===== config.mk =====
export PLATFORM = sky130hd
export DESIGN_NAME = spart_rx_fifo
export DESIGN_NICKNAME = d
export VERILOG_FILES = /design/src/rtl/spart_rx_fifo.sv
export SDC_FILE = /design/constraint.sdc
export NUM_CORES = 1
export LEC_CHECK = 0
export ABC_AREA = 0
export CORE_ASPECT_RATIO = 0.75
export CORE_MARGIN = 2
export CORE_UTILIZATION = 45
export DETAILED_ROUTE_END_ITERATION = 6
export PLACE_DENSITY = 0.73
export RECOVER_POWER = 25
export SLEW_MARGIN = 30
export SYNTH_ARGS = -nofsm -noshare
export SYNTH_HDL_FRONTEND = slang
export SYNTH_SLANG_ARGS = --single-unit

===== constraint.sdc =====
create_clock -name clk -period 3.37 [get_ports clk]
set_input_delay 0.337 -clock clk [delete_from_list [all_inputs] [get_ports clk]]
set_output_delay 0.337 -clock clk [all_outputs]
set_load 0.02 [all_outputs]

===== src/rtl/spart_rx_fifo.sv =====
// spart_rx_fifo: receive-side byte FIFO behind the SPART receiver.
// Captures each rx_valid byte into a circular buffer with first-word
// fall-through read-out, and raises an interrupt on fill level, idle
// timeout with data pending, or a dropped byte (sticky overrun).
module spart_rx_fifo #(
    parameter int DEPTH   = 16,
    parameter int AW      = 4,
    parameter int THRESH  = 8,
    parameter int TIMEOUT = 1024
) (
    input  logic          clk,
    input  logic          rst,
    input  logic [7:0]    rx_data,
    input  logic          rx_valid,
    input  logic          rd_en,
    input  logic          clr_ovr,
    output logic [7:0]    rd_data,
    output logic          empty,
    output logic          full,
    output logic [AW:0]   count,
    output logic          overrun,
    output logic          timeout,
    output logic          irq
);

    localparam int          IW       = $clog2(TIMEOUT + 1);
    localparam logic [AW:0] DEPTH_C  = DEPTH[AW:0];
    localparam logic [AW:0] THRESH_C = THRESH[AW:0];
    localparam logic [IW-1:0] TO_C   = TIMEOUT[IW-1:0];

    logic [7:0]    mem_q [DEPTH];
    logic [AW-1:0] wr_ptr_q, wr_ptr_d;
    logic [AW-1:0] rd_ptr_q, rd_ptr_d;
    logic [AW:0]   count_q, count_d;
    logic          ovr_q, ovr_d;
    logic [IW-1:0] idle_q, idle_d;
    logic          irq_q, irq_d;

    logic push, pop, drop;

    assign empty   = (count_q == '0);
    assign full    = (count_q == DEPTH_C);
    assign count   = count_q;
    assign overrun = ovr_q;
    assign timeout = (idle_q == TO_C);
    assign irq     = irq_q;
    // Head entry is only meaningful while something is stored.
    assign rd_data = empty ? 8'h00 : mem_q[rd_ptr_q];

    // A pop on a full FIFO frees the slot the incoming byte needs.
    assign pop  = rd_en & ~empty;
    assign push = rx_valid & (~full | pop);
    assign drop = rx_valid & ~push;

    // Next-state for pointers, fill count, overrun, idle timer and irq.
    always_comb begin
        wr_ptr_d = wr_ptr_q;
        rd_ptr_d = rd_ptr_q;
        count_d  = count_q;
        ovr_d    = ovr_q;
        idle_d   = idle_q;
        irq_d    = (count_q >= THRESH_C) | timeout | ovr_q;

        if (push) wr_ptr_d = wr_ptr_q + 1'b1;
        if (pop)  rd_ptr_d = rd_ptr_q + 1'b1;
        if (push & ~pop)      count_d = count_q + 1'b1;
        else if (pop & ~push) count_d = count_q - 1'b1;

        // Set beats clear when both land in the same cycle.
        if (drop)         ovr_d = 1'b1;
        else if (clr_ovr) ovr_d = 1'b0;

        if (push | pop | empty) idle_d = '0;
        else if (idle_q != TO_C) idle_d = idle_q + 1'b1;
    end

    // Control state register with asynchronous reset.
    always_ff @(posedge clk or posedge rst) begin
        if (rst) begin
            wr_ptr_q <= '0;
            rd_ptr_q <= '0;
            count_q  <= '0;
            ovr_q    <= 1'b0;
            idle_q   <= '0;
            irq_q    <= 1'b0;
        end else begin
            wr_ptr_q <= wr_ptr_d;
            rd_ptr_q <= rd_ptr_d;
            count_q  <= count_d;
            ovr_q    <= ovr_d;
            idle_q   <= idle_d;
            irq_q    <= irq_d;
        end
    end

    // Storage array; contents are never read while empty so no reset.
    always_ff @(posedge clk) begin
        if (push) mem_q[wr_ptr_q] <= rx_data;
    end

endmodule


==> results.py <==
metrics = {
    "power_and_ir_drop": {
        "switchingPower_mw": 1.904,
        "seq_power_share_pct": 40.0,
        "irDropWorstVdd_mv": 0.4176,
        "internal_power_mw": 4.352,
        "power.total_mw": 6.256,
        "netSwitchingFraction_pct": 30.43,
        "static-leakage-power_nw": 2.604,
        "power_frac_comb_pct": 32.9,
        "power_frac_clock_pct": 27.1,
        "power_density_mw_per_mm2": 829.7,
    },
    "finish": {
        "final_nets": 432,
        "drive_above_1_share_pct": 16.95,
        "multi_input_area_mm2": 0.001848,
        "seqCellArea_mm2": 0.004494,
        "final_area_mm2": 0.007540,
        "diodes": 0,
        "area_growth_pct": 15.88,
        "fill_cells": 1146,
    },
    "setup_path": {
        "critPathLaunchType": "flip-flop",
        "cp-end-kind": "flip-flop",
        "r2r_cells": 9,
        "r2r_slack_ns": 0.22,
        "worstSetupPathType": "flip-flop to flip-flop",
        "worstPathArrival_ns": 3.44,
        "crit_fanout": 5,
        "cp.required_ns": 3.65,
    },
    "timing": {
        "rsz0062_at_grt": "false",
        "fin_setup_tns_ns": 0,
        "clock_skew_ns": 0.01487,
        "relSlewSlack_pct": 32.91,
        "setup_violations": 0,
        "drv_slew": 0,
        "maxClockFrequency_mhz": 317.0,
        "layout_min_cycle_time_ns": 3.155,
        "layout_worst_path_cycle_share_pct": 93.61,
        "holdWs_ns": 0.5144,
        "final-hold-violation-count": 0,
        "worst-slew-pin-transition_ns": 1.005,
    },
    "die": {
        "rows": 38,
        "die_w_um": 142.8,
        "num_io_pins": 31,
        "floorplan.die.height_um": 108.1,
        "dieArea_mm2": 0.01545,
        "initial_utilization_pct": 45.46,
        "core_area_mm2": 0.01431,
    },
    "route": {
        "via_count": 3320,
        "firstDrtPassIters": 5,
        "ant_nets": 0,
        "vias_per_cell": 5.363,
        "drc": 0,
        "wl_per_cell_um": 19.02,
        "dr.first_iter.drc_count": 333,
        "wl_um": 11770,
    },
    "synth": {
        "netlist_top_cells_count": "edfxtp_1, dfrtp_1, mux4_2",
        "synth.distinct_cells": 42,
        "syn_nets": 393,
        "yosysTopAreaCellShare_pct": 59.08,
        "synth.area.top_cells": "edfxtp_1, dfrtp_1, mux4_2, mux4_1, ha_1",
        "avgSynthCellArea_um2": 17.73,
        "synth_cells": 367,
        "synthFlopType": "edfxtp_1",
        "syn_area_mm2": 0.006506,
        "ys_seq_area_share_pct": 69.08,
        "synth_warnings": 0,
        "synth_seq_cells": 154,
        "synthMostInstantiatedCell": "edfxtp_1",
        "async_flop_share_pct": 16.88,
        "synth_top_cell_by_area": "edfxtp_1",
        "synth-edff-count": 128,
    },
    "cts": {
        "cts_made_buffers": 17,
        "insertion_delay_ns": 0.42,
        "htree_num_levels": 4,
        "holdBufCountCts": 0,
        "cts_tree": "built",
        "cts_max_path_buffers": 2,
        "clk_pin_slew_ns": 0.06,
        "clockRootBuffer": "clkbuf_16",
        "clkSinkCount": 154,
    },
    "grt": {
        "grt_overflow": 0,
        "grt_pass1_vias": 3375,
        "grt_util_all_layers_pct": 16.88,
        "grt_max_degree": 36,
        "antenna_found_initial": 0,
        "grt_pass1_wl_um": 18710,
    },
    "placed_design": {
        "dp_hpwl_um": 7459,
        "portBuffers": 30,
        "gp_congestion": 0.7799,
        "placed_area_mm2": 0.007015,
    },
    "min_path": {
        "hold_path.class": "flip-flop to flip-flop",
        "whs_path_depth": 1,
    },
    "run": {
        "max-cap-violations": 0,
    },
    "run_status": {
        "run_status": "finished clean",
    },
}
[sequential cells by signal (all words and copies together), names as in the netlist]
register / cells
irq: 1
overrun: 1
count: 5
mem_q: 128
rd_ptr_q: 4
wr_ptr_q: 4
idle_q: 11
[area by class of cell]
type                       instances  area share, %
clock buffer                      27          6.273
clock inverter                     5         0.6472
inverter                          12         0.5974
multi-input combinational        182          24.51
sequential                       154          59.61
tap                              200          3.319
timing repair buffer              39          5.045
[stage by stage]
stage	std cells	utilization, %	worst slack (ns)
6_report	619	52.68	0.2154
5_1_grt	619	52.68	0.04912
4_1_cts	619	52.67	0.1845
3_5_place_dp	587	49.02	0.2029
3_3_place_gp	587	49.02	0.4112
2_1_floorplan	367	-	0.4399
[critical path, stage by stage, from the launching register on]
cell and delay (ns):
dfrtp_1 0.45, or4_4 0.58, o21ai_2 0.26, ha_2 0.28, inv_1 0.12, fa_1 0.43
a21o_1 0.21, a2111oi_0 0.41, nand4b_1 0.18, o211ai_1 0.10
[repair_timing]
action / 4_1_cts / 5_1_grt
endpoints found under the hold margin: 0 / 0
gates resized for setup: 0 / 1
setup buffers: 0 / 0
setup endpoints to repair: 0 / 1
[layout by cell type (no fill, tap or decap), types with 2 or more instances in the layout]
cell,count
edfxtp_1,128
dfrtp_1,26
clkdlybuf4s50_1,25
mux4_2,23
nor2_1,18
clkbuf_16,17
nand3_1,12
a21oi_1,12
xnor2_1,11
mux2_2,11
inv_1,11
ha_1,11
nand2_1,9
mux2i_1,9
mux4_1,9
clkbuf_1,9
buf_4,8
xor2_1,7
nor3_1,7
o21ai_0,6
nand4_1,6
dlygate4sd3_1,5
and3_1,4
and2_1,4
o21ai_1,3
clkinv_2,3
nand2b_1,2
nor4_1,2
and4_1,2
a21o_1,2
[path summary, 6_finish.rpt]
check	startpoint	endpoint
max reg2reg	count[0]	count[4]
min reg2reg	overrun	irq
max in group asynchronous	rst	rd_ptr_q[0]
min in group asynchronous	rst	idle_q[7]
max	count[0]	count[4]
min	overrun	irq
[power groups by stage]
stage	clock network (mW)	registers [mW]	logic, mW
floorplan	0	2.48	1.46
global placement	0	2.52	2.04
detailed placement	0	2.54	2.08
CTS	1.73	2.50	2.09
global route	1.82	2.53	2.24
finish	1.69	2.50	2.06
[metal layers]
layer	vias up	GRT usage, %	wire length [µm]
li1	1526	-	-
met1	1714	23.03	5263
met2	76	26.24	5866
met3	4	5.182	584
met4	0	5.587	59
met5	-	0	0
[cell families (layout without fill, tap and decap cells)]
family,Yosys count,after routing,synth area share (%)
mux,52,52,14.88
fa+ha+maj,13,13,2.615
xor+xnor,18,18,2.423
compound gates,28,28,2.712
buf+inv,31,83,2.558
flops,154,154,69.08
simple gates,71,71,5.731
Note: power is estimated with default switching activity, not from simulation.
